## src/rtl/field_pack_pkg.sv

```systemverilog
`default_nettype none
// ============================================================================
//  Module   : field_pack_pkg
//  Purpose  : Shared widths, pad constant, FSM state type and the bit-placement
//             helpers used by the field packer and its byte selector.
//  Contents : FIELD_W, NUM_FIELDS, OUT_W, NUM_OUT, FRAME_W, PAD_W, PAD_VALUE,
//             CNT_W, SEL_W, state_t, field_lsb(), byte_lsb()
//  Revision : 1.0 - initial release
// ============================================================================
package field_pack_pkg;

    localparam int FIELD_W    = 5;
    localparam int NUM_FIELDS = 6;
    localparam int OUT_W      = 8;
    localparam int NUM_OUT    = 4;
    localparam int FRAME_W    = NUM_OUT * OUT_W;
    localparam int PAD_W      = FRAME_W - NUM_FIELDS * FIELD_W;

    localparam logic [PAD_W-1:0] PAD_VALUE = 2'b11;

    // Counter widths: field count must be able to show 0..NUM_FIELDS-1,
    // byte select must address NUM_OUT bytes.
    localparam int CNT_W = 3;
    localparam int SEL_W = $clog2(NUM_OUT);

    typedef enum logic [0:0] {
        COLLECT = 1'b0,
        EMIT    = 1'b1
    } state_t;

    // Field 0 is the most significant field; the pad occupies the bottom
    // PAD_W bits, so field k sits just above the pad plus (NUM_FIELDS-1-k)
    // later fields.
    function automatic int field_lsb(input logic [CNT_W-1:0] k);
        return PAD_W + (NUM_FIELDS - 1 - int'(k)) * FIELD_W;
    endfunction

    // Byte 0 is the most significant byte of the frame.
    function automatic int byte_lsb(input int b);
        return (NUM_OUT - 1 - b) * OUT_W;
    endfunction

endpackage : field_pack_pkg
`default_nettype wire

```

## src/rtl/frame_byte_mux.sv

```systemverilog
`default_nettype none
// ============================================================================
//  Module   : frame_byte_mux
//  Purpose  : Combinational selection of byte `sel` (0 = MSB byte) from the
//             assembled frame.
//  Ports    : frame    [FRAME_W-1:0] in  - assembled frame
//             sel      [SEL_W-1:0]   in  - byte index, 0 = most significant
//             byte_out [OUT_W-1:0]   out - selected byte
//  Revision : 1.0 - initial release
// ============================================================================
module frame_byte_mux
    import field_pack_pkg::*;
(
    input  logic [FRAME_W-1:0] frame,
    input  logic [SEL_W-1:0]   sel,
    output logic [OUT_W-1:0]   byte_out
);

    logic [OUT_W-1:0] bytes [NUM_OUT];

    generate
        for (genvar b = 0; b < NUM_OUT; b++) begin : g_byte
            assign bytes[b] = frame[byte_lsb(b) +: OUT_W];
        end
    endgenerate

    assign byte_out = bytes[sel];

endmodule : frame_byte_mux
`default_nettype wire

```

## src/rtl/field_pack_sequencer.sv

```systemverilog
`default_nettype none
// ============================================================================
//  Module   : field_pack_sequencer
//  Purpose  : Collects NUM_FIELDS fields of FIELD_W bits over a valid/ready
//             handshake, packs them MSB-first with a constant pad into a
//             FRAME_W-bit frame, then emits the frame as NUM_OUT bytes,
//             MSB byte first, over a second valid/ready handshake.
//  Ports    : clk                 in  - rising-edge clock
//             reset               in  - asynchronous active-high reset
//             in_valid/in_data    in  - field producer
//             in_ready            out - field accepted when in_valid && in_ready
//             out_valid/out_data  out - registered output byte
//             out_ready           in  - byte accepted when out_valid && out_ready
//             abort               in  - synchronous discard of current frame
//             frame_done          out - one-cycle pulse after the last byte
//             field_cnt           out - fields collected in current frame
//  Revision : 1.0 - initial release
// ============================================================================
module field_pack_sequencer
    import field_pack_pkg::*;
(
    input  logic               clk,
    input  logic               reset,
    input  logic               in_valid,
    input  logic [FIELD_W-1:0] in_data,
    output logic               in_ready,
    output logic               out_valid,
    output logic [OUT_W-1:0]   out_data,
    input  logic               out_ready,
    input  logic               abort,
    output logic               frame_done,
    output logic [CNT_W-1:0]   field_cnt
);

    localparam logic [CNT_W-1:0] LAST_FIELD = CNT_W'(NUM_FIELDS - 1);
    localparam logic [SEL_W-1:0] LAST_BYTE  = SEL_W'(NUM_OUT - 1);

    state_t             state_q,      state_d;
    logic [FRAME_W-1:0] frame_q,      frame_d;
    logic [CNT_W-1:0]   field_cnt_q,  field_cnt_d;
    logic [SEL_W-1:0]   byte_cnt_q,   byte_cnt_d;
    logic               frame_done_q, frame_done_d;
    logic [OUT_W-1:0]   out_data_q,   out_data_d;
    logic [OUT_W-1:0]   next_byte;

    always_ff @(posedge clk or posedge reset) begin
        if (reset) begin
            state_q      <= COLLECT;
            frame_q      <= '0;
            field_cnt_q  <= '0;
            byte_cnt_q   <= '0;
            frame_done_q <= 1'b0;
            out_data_q   <= '0;
        end else begin
            state_q      <= state_d;
            frame_q      <= frame_d;
            field_cnt_q  <= field_cnt_d;
            byte_cnt_q   <= byte_cnt_d;
            frame_done_q <= frame_done_d;
            out_data_q   <= out_data_d;
        end
    end

    always_comb begin
        state_d      = state_q;
        frame_d      = frame_q;
        field_cnt_d  = field_cnt_q;
        byte_cnt_d   = byte_cnt_q;
        frame_done_d = 1'b0;

        if (abort) begin
            // Abort wins over any handshake this cycle; the frame register is
            // left as is because every field slot is rewritten next frame.
            state_d     = COLLECT;
            field_cnt_d = '0;
            byte_cnt_d  = '0;
        end else begin
            case (state_q)
                COLLECT: begin
                    if (in_valid) begin
                        frame_d[field_lsb(field_cnt_q) +: FIELD_W] = in_data;
                        frame_d[PAD_W-1:0] = PAD_VALUE;
                        if (field_cnt_q == LAST_FIELD) begin
                            state_d     = EMIT;
                            field_cnt_d = '0;
                            byte_cnt_d  = '0;
                        end else begin
                            field_cnt_d = field_cnt_q + CNT_W'(1);
                        end
                    end
                end
                EMIT: begin
                    if (out_ready) begin
                        if (byte_cnt_q == LAST_BYTE) begin
                            state_d      = COLLECT;
                            byte_cnt_d   = '0;
                            frame_done_d = 1'b1;
                        end else begin
                            byte_cnt_d = byte_cnt_q + SEL_W'(1);
                        end
                    end
                end
                default: begin
                    state_d = COLLECT;
                end
            endcase
        end
    end

    // The output byte register is loaded with the byte the *next* state will
    // present, so the first byte appears one cycle after the last field and
    // the value holds naturally while the consumer stalls.
    frame_byte_mux u_byte_mux (
        .frame    (frame_d),
        .sel      (byte_cnt_d),
        .byte_out (next_byte)
    );

    always_comb begin
        out_data_d = '0;
        if (state_d == EMIT) begin
            out_data_d = next_byte;
        end
    end

    assign in_ready   = (state_q == COLLECT);
    assign out_valid  = (state_q == EMIT);
    assign out_data   = out_data_q;
    assign frame_done = frame_done_q;
    assign field_cnt  = field_cnt_q;

endmodule : field_pack_sequencer
`default_nettype wire

```

## config.mk

```make
export PLATFORM = sky130hd
export DESIGN_NAME = field_pack_sequencer
export DESIGN_NICKNAME = d
export VERILOG_FILES = /design/src/rtl/field_pack_pkg.sv /design/src/rtl/frame_byte_mux.sv /design/src/rtl/field_pack_sequencer.sv
export SDC_FILE = /design/constraint.sdc
export NUM_CORES = 1
export LEC_CHECK = 0
export ABC_CLOCK_PERIOD_IN_PS = 7050
export CORE_AREA = 2 2 78 80
export DETAILED_ROUTE_END_ITERATION = 6
export DIE_AREA = 0 0 80 82
export GPL_TIMING_DRIVEN = 0
export MAX_ROUTING_LAYER = met4
export PLACE_DENSITY = 0.79
export SETUP_SLACK_MARGIN = 0.05
export SKIP_CTS_REPAIR_TIMING = 1
export SLEW_MARGIN = 20
export SYNTH_ARGS = -nofsm -noshare
export SYNTH_HDL_FRONTEND = slang
export SYNTH_SLANG_ARGS = --single-unit
```

## constraint.sdc

```tcl
create_clock -name clk -period 7.05 [get_ports clk]
set_input_delay 1.41 -clock clk [delete_from_list [all_inputs] [get_ports clk]]
set_output_delay 1.41 -clock clk [all_outputs]
set_load 0.02 [all_outputs]
```

---- Word level (Yosys, flattened, before mapping) ----
Cells that the tools add are included.
W data, S select, Z words.
operators by class
  order comparisons ....................... 1
  add/subtract/negate cells ............... 5
  shift operators ......................... 2
  muxes and demuxes ....................... 28
  bitwise gates (word level) .............. 2
  multipliers ............................. 1
  eq/ne operators ......................... 3
  reduce and logical (&&, ||, !) cells .... 2
operator list
  operator                   count
  $mux W32                   3
  $neg A9 Y33                1
  $shift A5 B33 Y32 const A  1
  $shiftx A5 B33 Y32         1
  $bwmux W32                 1
  $mux W8                    3
  $bmux W8 S2                1
  $mux W3                    4
  $mux W2                    5
  $add A3 B8 Y9 const A      1
  $mux W1                    9
  $mul A4 B4 Y8 const B      1
  $pmux W2 S2                1
  $sub A3 B3 Y4 const A      1
  $add A3 B1 Y3 const B      1
  $eq A3 B3 Y1 const B       1
  $ge A3 B3 Y1 const B       1
  $not A2 Y3                 1
  $add A2 B1 Y2 const B      1
  $eq A2 B2 Y1 const B       1
  $ne A2 B2 Y1 const B       1
  $pmux W1 S2                1
  $reduce_and A2 Y1          1
  $reduce_bool A2 Y1         1
  $not A1 Y1                 1
word-level totals
  input bits .............................. 10
  register bits ........................... 47

---- Depth between registers and ports, before layout ----
Gate-level depths: netlist of run 1.
  depth in word-level cells ............... 13
  gate-level depth with buffers ........... 14
  depth with buffers taken out ............ 10

---- By module ----
A second synthesis of run 1 with hierarchy kept.
unflattened totals
  cell total of the unflattened synthesis .. 301
  area total of the unflattened synthesis .. 3088.0 um^2
by module, submodules not included
  module                area an instance (um^2)  cells an instance  instances  sequential area each (um^2)
  field_pack_sequencer  2891.5                   291                1          1176.1
  frame_byte_mux        196.4                    10                 1          0.0

---- Least setup slack after synthesis of run 1 ----
No wires, ideal clock.
  path kind ............................... register -> register
  start ................................... register field_cnt_q[0], in the netlist field_cnt[0]
  end ..................................... register out_data_q[6], in the netlist out_data[6]
  stages on the path, launching flop included .. 13
  slack ................................... 3494 ps
  data arrival time ....................... 3408 ps
  setup time .............................. 148 ps
  path through ............................ dfrtp_1 buf_2 buf_2 inv_1 fa_1 buf_6 xor2_1 clkbuf_1 mux2_2 nor2_1 nand3_1 a21oi_1 o221ai_1
on the way
  longest elaborated chain between the ends .. 13
  elaborated cells between the ends (all ways) .. 24
  classes of those cells .................. add/sub: 3; mul: 1; eq/ne: 1; shift: 2; mux: 16; bitwise: 1
RTL lines
  item                                                     RTL line                     source
  start, declared                                          field_pack_sequencer.sv:40   logic [CNT_W-1:0] field_cnt_q, field_cnt_d;
  start signal, assigned                                   field_pack_sequencer.sv:57   field_cnt_q <= field_cnt_d;
  $sub A3 B3 Y4                                            field_pack_pkg.sv:35         return PAD_W + (NUM_FIELDS - 1 - int'(k)) * FIELD_W;
  $mul A4 B4 Y8                                            field_pack_pkg.sv:35
  $add A3 B8 Y9                                            field_pack_pkg.sv:35
  $neg A9 Y33                                              field_pack_sequencer.sv:81   frame_d[field_lsb(field_cnt_q) +: FIELD_W] = in_data;
  $shiftx A5 B33 Y32 or $shift A5 B33 Y32 (tied branches)  field_pack_sequencer.sv:81
  $bwmux W32                                               field_pack_sequencer.sv:81
  $mux W32                                                 field_pack_sequencer.sv:80   if (in_valid) begin
  $mux W32                                                 field_pack_sequencer.sv:78   case (state_q)
  $mux W32                                                 field_pack_sequencer.sv:71   if (abort) begin
  $bmux W8 S2                                              frame_byte_mux.sv:27         assign byte_out = bytes[sel];
  $mux W8 (not written as such) (2 in series)              frame_byte_mux.sv:27
  $mux W8 (*)                                              field_pack_sequencer.sv:121  if (state_d == EMIT) begin
  named net out_data_d[6]                                  field_pack_sequencer.sv:43   logic [OUT_W-1:0] out_data_q, out_data_d;
  end signal, assigned                                     field_pack_sequencer.sv:60   out_data_q <= out_data_d;
  end, declared                                            field_pack_sequencer.sv:43
The timed path passes the listed nets; every way through them passes the cells marked *. The select of a mux whose other input is x is not followed.
A chain may end at the register's enable or synchronous reset.

---- Final worst setup path of run 1 ----
Same ends and word-level chain as after synthesis.

==> results of run 1 <==
routing by layer:
metal	vias to the layer above	part of all wire [%]	global-route usage, %
met1	1514	44	43.6
met3	30	6.6	4.73
met4	0	3.0	12.2
li1	1421	-	-
met5	-	0	-
met2	160	46	51.4
state kept, by name, indices dropped and copies added, names as in the netlist:
register and count:
byte_cnt_q 2, field_cnt 3, frame_done 1, frame_q 32
out_data 8, out_valid 1
path summary, 6_finish.rpt:
check	endpoint	depth (start not counted)
worst max-delay path	out_data[6]	12
worst min-delay path	frame_q[0]	1
worst max register to register	out_data[6]	12
worst min register to register	frame_q[0]	1
max in group asynchronous	frame_q[22]	3
min in group asynchronous	frame_q[21]	2
cell families after synthesis:
logic type                 after synthesis  synth area share, %
xor gates and xnor gates                 5                 1.32
and+or+nand+nor                        143                 24.1
muxes                                   27                 8.90
AOI/OAI and AO/OA                       97                 21.0
buffers and inverters                   36                 5.20
DFF                                     47                 35.4
adders and majority gates                9                 4.07
worst register-to-register path, delay by kind of cell, from the launching register on:
kind | cells | cell delay (ns)
adder cells (fa/ha/maj) | 1 | 0.57
AND/OR/NAND/NOR | 2 | 0.39
XOR/XNOR | 1 | 0.60
flip-flops | 1 | 0.49
AO/OA/AOI/OAI | 2 | 0.36
multiplexers | 1 | 0.42
buffers and inverters | 5 | 1.29
synthesized netlist by cell type (all sizes together) (5+ instances only):
cell type / count
o211ai: 5
ha: 6
nand3: 18
nor2: 33
mux2: 20
a21oi: 21
dfrtp: 47
inv: 13
o21ai: 12
nand2: 30
buf: 15
o22ai: 7
mux2i: 7
a31oi: 12
nand4: 5
nor3: 15
clkbuf: 6
report_power, final:
| group | total, mW | internal [mW] | switching (mW) |
|---|---|---|---|
| Sequential | 0.358 | 0.333 | 0.0249 |
| Clock | 0.204 | 0.107 | 0.0973 |
| Combinational | 0.347 | 0.128 | 0.220 |
| Total | 0.909 | 0.568 | 0.342 |
per-stage QoR:
stage | area [sq um] | power [mW]
final | 3770 | 0.909
after detailed placement | 3650 | 0.698
after global placement | 3630 | 0.689
after CTS | 3770 | 0.903
after floorplan | 3320 | 0.605
after global routing | 3770 | 0.957
layout make-up:
type                            count  area, sq um  area share (%)
Buffer                             21          116            3.09
Clock buffer                        5         68.8            1.83
Clock inverter                      3         46.3            1.23
Inverter                           15         56.3            1.49
Multi-Input combinational cell    281         1970            52.3
Sequential cell                    47         1180            31.2
Tap cell                           75         93.8            2.49
Timing Repair Buffer               23          240            6.38
==> metrics.md, run 1 <==
| Metric | Value |
|---|---|
| Total grt overflow | 0 |
| CTS tree | built |
| H-tree depth | 2 |
| Status | complete, no violations |
| Post-Syn Nets | 383 |
| Row count | 28 |
| DP HPWL | 7.21 mm |
| Worst reg2reg path startpoint | field_cnt[0] |
| WS Path Type | register to register |
| Hold WS | 0.481 ns |
| Commonest non-fill, non-tap cell in the layout | dfrtp_1 |
| Synth area leaders | dfrtp_1, mux2_2, nor2_1 |
| Final WL | 9.74 mm |
| First-pass GRT wire length | 15.6 mm |
| Top Ports | 24 |
| Most frequent cells in the layout | dfrtp_1, nor2_1, nand2_1 |
| Vias per std cell | 6.65 |
| Post-synthesis sequential area ratio | 35.4% |
| Startpoint types | register |
| Fmax achieved | 234 MHz |
| Fillcell total | 498 |
| Max FO, Critical Path | 10 |
| Antenna-violating nets left | 0 |
| Crit-path slowest cell | xor2_1 |
| Routed via count | 3125 |
| Largest area contributor in the netlist | dfrtp_1 |
| Clock Latency Late Sink | 0.30 ns |
| Peak VDD IR | 0.189 mV |
| Tightest Hold Check Type | register to register |
| Slew headroom | 39.6% |
| Worst-margin pin slew | 0.901 ns |
| CP dominant cell by count | buf_2 |
| Die H | 82 um |
| Crit share post-route | 60.6% |
| Num CTS Buffers | 5 |
| CTS root buffer | clkbuf_8 |
| Final #Nets | 413 |
| Req. time, crit path | 7.21 ns |
| Number of synthesized flops with an enable pin | 0 |
| Critical Path Sink Type | register |
| Crit path DAT | 4.43 ns |
| Final std cells w/o fill | 470 |
| Share of layout cells above drive strength 1 | 15.7% |
| Ant. Diodes | 0 |
| CP Cell Sequence | buf_2 > buf_2 > inv_1 > fa_1 > buf_6 > xor2_1 > clkbuf_1 > mux2_2 > nor2_1 > nand3_1 > a21oi_1 > o221ai_1 |
| Die Span X | 80 um |
| DRT iter0 DRCs | 418 |
| Hold Crit Start | frame_q[0] |
| Drt pass-1 iters | 5 |
| Clk_skew | 0.00397 ns |
| Slack of the critical path | 2.78 ns |
| Top Family by Delay on Critical Path | buffers and inverters |
| Crit path from | field_cnt[0] |
| Vias in the first global route | 2992 |
| IO buf count | 22 |
| Maximum buffer depth of the clock tree | 2 |
| Slowest stage delay, CP | 0.60 ns |
| Endpoints failing hold | 0 |
| Die Area | 6560 sq um |
| Reg-to-reg slack, setup | 2.78 ns |
| TNS Setup | 0 ns |
| Post-synth top flop | dfrtp_1 |
| Sink Count | 47 |
| P_leak | 1.55 nW |
| Yosys top cell area share | 35.4% |
| Dpl ws | 2.93 ns |
| Gp weighted congestion | 0.969 |
| DP Cell Count | 462 |
| Clk slew on worst S/H paths | 0.09 ns |
| Pin count of the biggest net entering global routing | 27 |
| Count of different cell masters after synthesis | 79 |
| Unrepaired setup endpoints after global routing | false |
| Syn_area_per_cell | 9.12 sq um |
| Total of max-cap violations | 0 |
| Tmin final | 4.27 ns |
| Initial antenna violation count | 0 |
| Post-synth ARST share | 100% |
| Final setup fails | 0 |
| Gr usage total | 32.8% |
| Synth Instances | 364 |
| Buf+Inv Stages, Crit Path | 5 |
| Core ar. | 5750 sq um |
| #FFs+latches synth | 47 |
| Area Overhead vs Synth | 13.5% |
| DRC viols | 0 |
| Max Slew Vio Count | 0 |
| Average routed wire per standard cell | 20.7 um |
| Yosys warns | 0 |
| Final core utilization | 65.6% |
| Cell Area, Synth | 3320 sq um |
| Initial Utilization | 57.8% |
| Pwr dens | 241 nW/um^2 |
Note: power is estimated with default switching activity, not from simulation.
==> run 2, diff against run 1 <==
--- a/config.mk
+++ b/config.mk
@@ -5,13 +5,13 @@
 export SDC_FILE = /design/constraint.sdc
 export NUM_CORES = 1
 export LEC_CHECK = 0
-export ABC_CLOCK_PERIOD_IN_PS = 7050
-export CORE_AREA = 2 2 78 80
+export ABC_CLOCK_PERIOD_IN_PS = 3460
+export CORE_AREA = 2 2 82 84
 export DETAILED_ROUTE_END_ITERATION = 6
-export DIE_AREA = 0 0 80 82
+export DIE_AREA = 0 0 84 86
 export GPL_TIMING_DRIVEN = 0
 export MAX_ROUTING_LAYER = met4
-export PLACE_DENSITY = 0.79
+export PLACE_DENSITY = 0.75
 export SETUP_SLACK_MARGIN = 0.05
 export SKIP_CTS_REPAIR_TIMING = 1
 export SLEW_MARGIN = 20
==> constraint.sdc (replaced) <==
create_clock -name clk -period 3.46 [get_ports clk]
set_input_delay 0.692 -clock clk [delete_from_list [all_inputs] [get_ports clk]]
set_output_delay 0.692 -clock clk [all_outputs]
set_load 0.02 [all_outputs]
==> run 2 against run 1 <==
  * First-iteration DRC count is 0.96% higher
  * Clock power is 81% higher
  * Register-to-register slack worse by 2.7 ns
  * Maximum frequency is 28% higher
  * Die area is 10% higher
  * Clock-buffer cell count is 1 higher
  * Global-route usage is 4.1 points lower
  * Cell area is 9.9% higher
  * Clock skew is 0.0057 ns higher
  * Via count is 3.3% higher
==> metrics.md, run 2 (synthesis gave the netlist of run 1 again) <==
| Metric | Value |
|---|---|
| Status | complete, no violations |
| Slowest stage delay, CP | 0.55 ns (-0.05 ns) |
| Total grt overflow | 0 (unchanged) |
| DP HPWL | 7.04 mm (-2.3%) |
| Die Area | 7220 sq um (+10%) |
| Total of max-cap violations | 0 (unchanged) |
| Fillcell total | 513 (+3.0%) |
| Clk slew on worst S/H paths | 0.10 ns (about the same) |
| Tmin final | 3.34 ns (-0.934 ns) |
| Crit share post-route | 96.5% (+36 points) |
| Crit-path slowest cell | fa_1 |
| Flop pwr share | 37.4% (-2.0 points) |
| Ant. Diodes | 0 (unchanged) |
| Max reg flops | 32 (unchanged) |
| Biggest register | frame_q |
| WS Path Type | register to register |
| Gr usage total | 28.7% (-4.1 points) |
| Slew headroom | 57.0% (+17 points) |
| Pwr dens | 469 nW/um^2 (+94%) |
| Drt pass-1 iters | 5 (unchanged) |
| DRC viols | 0 (unchanged) |
| Clock power frac | 19.0% (-3.5 points) |
| CP dominant cell by count | buf_8 |
| Share of layout cells above drive strength 1 | 26.6% (+11 points) |
| Antenna-violating nets left | 0 (unchanged) |
| DP Cell Count | 464 (+0.43%) |
| Buf+Inv Stages, Crit Path | 4 (-1) |
| Worst-margin pin slew | 0.640 ns (-0.260 ns) |
| Initial antenna violation count | 0 (unchanged) |
| Final std cells w/o fill | 502 (+6.8%) |
| Unrepaired setup endpoints after global routing | false |
| Clk_skew | 0.00967 ns (+0.00570 ns) |
| Clock Latency Late Sink | 0.31 ns (about the same) |
| Num CTS Buffers | 5 (unchanged) |
| Most frequent cells in the layout | dfrtp_1, nor2_1, buf_4 |
| Final #Nets | 443 (+7.3%) |
| Routed via count | 3227 (+3.3%) |
| Commonest non-fill, non-tap cell in the layout | dfrtp_1 |
| CTS root buffer | clkbuf_8 |
| Startpoint types | register |
| TNS Setup | 0 ns (unchanged) |
| Total net switching power | 746 uW (+120%) |
| Endpoints failing hold | 0 (unchanged) |
| Fmax achieved | 300 MHz (+28%) |
| Maximum buffer depth of the clock tree | 2 (unchanged) |
| DRT iter0 DRCs | 422 (+0.96%) |
| Peak VDD IR | 0.281 mV (+48%) |
| First-pass GRT wire length | 15.7 mm (+0.49%) |
| Req. time, crit path | 3.66 ns (-3.55 ns) |
| Core ar. | 6280 sq um (+9.3%) |
| Max Slew Vio Count | 0 (unchanged) |
| Average routed wire per standard cell | 20.0 um (-3.3%) |
| Vias in the first global route | 2989 (-0.10%) |
| Sw Share | 38.4% (+0.79 points) |
| CP Cell Sequence | buf_8 > buf_8 > inv_4 > fa_1 > buf_6 > nor2b_4 > o31a_1 > o2111ai_1 > nor3_2 > a22oi_1 > mux2_1 > o211a_1 |
| Die H | 86 um (+4.9%) |
| CTS tree | built |
| IO buf count | 22 (unchanged) |
| Tightest Hold Check Type | register to register |
| Initial Utilization | 52.9% (-4.9 points) |
| Final WL | 10.1 mm (+3.3%) |
| Comb pwr share | 43.6% (+5.4 points) |
| Top Ports | 24 (unchanged) |
| Top Family by Delay on Critical Path | compound AO/OA/AOI/OAI gates |
| Critical Path Sink Type | register |
| Design area | 4140 sq um (+9.9%) |
| Final core utilization | 66.0% (+0.41 points) |
| Row count | 29 (+3.6%) |
| Die Span X | 84 um (+5.0%) |
| Area Overhead vs Synth | 24.8% |
| P_leak | 1.74 nW (+12%) |
| Gp weighted congestion | 1.00 (+3.5%) |
| Sink Count | 47 (unchanged) |
| Pin count of the biggest net entering global routing | 36 (+33%) |
| Int Power | 1.20 mW (+110%) |
| Max FO, Critical Path | 8 (-2) |
| Area after DPL | 3670 sq um (+0.38%) |
| Final setup fails | 0 (unchanged) |
| Vias per std cell | 6.43 (-3.3%) |
| H-tree depth | 2 (unchanged) |
| Crit path DAT | 3.54 ns (-0.89 ns) |
==> run 2: stage by stage <==
step                hold slack (ns)  setup WS [ns]  total power, mW
finish                        0.474          0.122             1.94
CTS                           0.478         -0.336             1.78
floorplan                     0.432         0.0847             1.24
global placement              0.452         -0.326             1.41
global route                  0.499         0.0253             2.04
detailed placement            0.456         -0.329             1.42
==> run 2: area by class of cell <==
type,count,area [sq um],area share (%)
Buffer,21,145,3.50
Clock buffer,6,82.6,1.99
Clock inverter,2,13.8,0.332
Inverter,15,58.8,1.42
Multi-Input combinational cell,282,2110,50.9
Sequential cell,47,1180,28.5
Tap cell,77,96.3,2.33
Timing Repair Buffer,52,458,11.1
==> run 2: layer usage <==
layer  vias up  GRT usage [%]  wire length, um
met1      1542           39.5             4310
met3        32           5.87              897
li1       1478              -                -
met4         0           10.7              328
met5         -              -                0
met2       175           42.0             4520
==> run 2: final timing paths <==
kind	startpoint	to	slack [ns]	depth (start not counted)
worst max-delay path	field_cnt[0]	out_data[4]	0.12	12
worst min-delay path	frame_q[0]	frame_q[0]	0.47	1
worst max register to register	field_cnt[0]	out_data[4]	0.12	12
worst min register to register	frame_q[0]	frame_q[0]	0.47	1
max in group asynchronous	reset	frame_q[17]	2.31	3
min in group asynchronous	reset	frame_q[27]	0.66	2
==> run 2: power groups by stage <==
stage | logic (mW) | clock network, mW | registers, mW
after global placement | 0.672 | 0 | 0.733
after floorplan | 0.510 | 0 | 0.727
final | 0.848 | 0.370 | 0.727
after CTS | 0.686 | 0.371 | 0.728
after global routing | 0.907 | 0.396 | 0.740
after detailed placement | 0.682 | 0 | 0.740
==> run 2: worst register-to-register path: cells and delay by family (launching register included) <==
kind	cells	cell delay, ns
AOI/OAI and AO/OA	4	0.98
adders and majority gates	1	0.55
buffers and inverters	4	0.47
DFF	1	0.41
muxes	1	0.35
and+or+nand+nor	2	0.46
==> RTL change (config.mk and constraints of run 1) <==
The package constant `NUM_OUT` goes from 4 to 8.
--- a/src/rtl/field_pack_pkg.sv
+++ b/src/rtl/field_pack_pkg.sv
@@ -12,7 +12,7 @@
     localparam int FIELD_W    = 5;
     localparam int NUM_FIELDS = 6;
     localparam int OUT_W      = 8;
-    localparam int NUM_OUT    = 4;
+    localparam int NUM_OUT    = 8;
     localparam int FRAME_W    = NUM_OUT * OUT_W;
     localparam int PAD_W      = FRAME_W - NUM_FIELDS * FIELD_W;
 
Function: changed (Yosys sat finds a counterexample within 10 cycles, from zero or initial values and one cycle with reset high).
==> RTL change against run 1 <==
Wire length is 51% higher. Worst hold slack better by 13 ps. Final area grew 42%. Critical path depth rose by 2. Final cell count increased by 28%. Worst setup slack lost 270 ps. First-iteration DRC count grew 82%. Total power is 47% higher. Clock skew increased by 19 ps. Clock power up 62%. Synthesized area rose by 45%. Sequential cell count increased by 33.
==> RTL change: results (changes against run 1) <==
Outcome
  • Status: finished, final reports clean (unchanged)

Setup path
  • Slowest-stage cell, CP: dfrtp_1 (was xor2_1)
  • Worst r2r dst: out_data[5] (was out_data[6])
  • R2r setup slk: 2510 ps (was 2780 ps)
  • Top Family by Delay on Critical Path: adder cells (was buffers and inverters)

Finish
  • P&R area growth vs syn: 11.3% (was 13.5%)
  • Comb_multi_in: 360 (was 281)
  • Filler Cells Inserted: 188 (was 498)
  • Inverters: 20 (was 15)
  • Fraction of area in non-clock buffers: 0.0771 (was 0.0947)
  • Multi-input logic area: 2570 um^2 (was 1970 um^2)
  • Multi-input gate share of the layout cell area: 0.481 (was 0.523)
  • Share of post-route cells with drive strength above 1: 0.146 (was 0.157)
  • Nonclk buf count: 52 (was 44)

Synth
  • Register area share after synthesis: 0.417 (was 0.354)
  • Syn_nets: 516 (was 383)
  • Area contributors post-synth: dfrtp_1 42%, mux2_2 6.6%, and2_1 4.8% (was dfrtp_1 35%, mux2_2 6.1%, nor2_1 3.5%)

Pwr
  • Power Internal: 0.821 mW (was 0.568 mW)
  • Comb pwr share: 0.349 (was 0.382)
  • VDD IR max: 0.209 mV (was 0.189 mV)

Global route
  • Grt met1 use: 0.591 (was 0.436)
  • M3 GR Usage: 0.119 (was 0.0473)
  • Grt met2 use: 0.759 (was 0.514)
  • First-pass GRT wire length: 22900 um (was 15600 um)
  • Largest net degree at the start of global routing: 62 (was 27)

Clocking
  • Reg clk slew, reported paths: 110 ps (was 90 ps)
  • H-tree levels: 3 (was 2)

Place
  • Placer Congestion: 1.07 (was 0.969)
  • Placed insts: 587 (was 462)

STA
  • Clock Skews: 22.8 ps (was 3.97 ps)
  • Normalized max-slew margin: 0.457 (was 0.396)

Route
  • TritonRoute pass-1 iters: 6 (was 5)
  • Met2 routed WL: 6820 um (was 4510 um)
  • Number of DRC markers in iteration 0: 762 (was 418)
  • DR vias: 4550 (was 3125)
  • Met3 WL: 1780 um (was 640 um)
  • WL/cell: 24.5 um (was 20.7 um)

Hold path
  • Hold EP: frame_q[1] (was frame_q[0])
==> RTL change: cell types whose count changed after synthesis, moves of 8 or more <==
cell,delta
clkbuf_1,+9
o21ai_0,+8
and2_1,+33
nand2_1,+8
nor4_1,+8
a211oi_1,+9
ha_1,+11
dfrtp_1,+33
mux2i_1,+9
mux2_2,+10
==> RTL change: cell families (layout without fill, tap and decap cells) <==
| kind of cell | count (synthesis) | in the layout | synth area share |
|---|---|---|---|
| xor gates and xnor gates | 8 | 8 | 0.0209 |
| adders and majority gates | 18 | 18 | 0.0485 |
| and+or+nand+nor | 186 | 186 | 0.214 |
| buffers and inverters | 48 | 88 | 0.0477 |
| DFF | 80 | 80 | 0.417 |
| muxes | 46 | 46 | 0.105 |
| AOI/OAI and AO/OA | 102 | 102 | 0.148 |
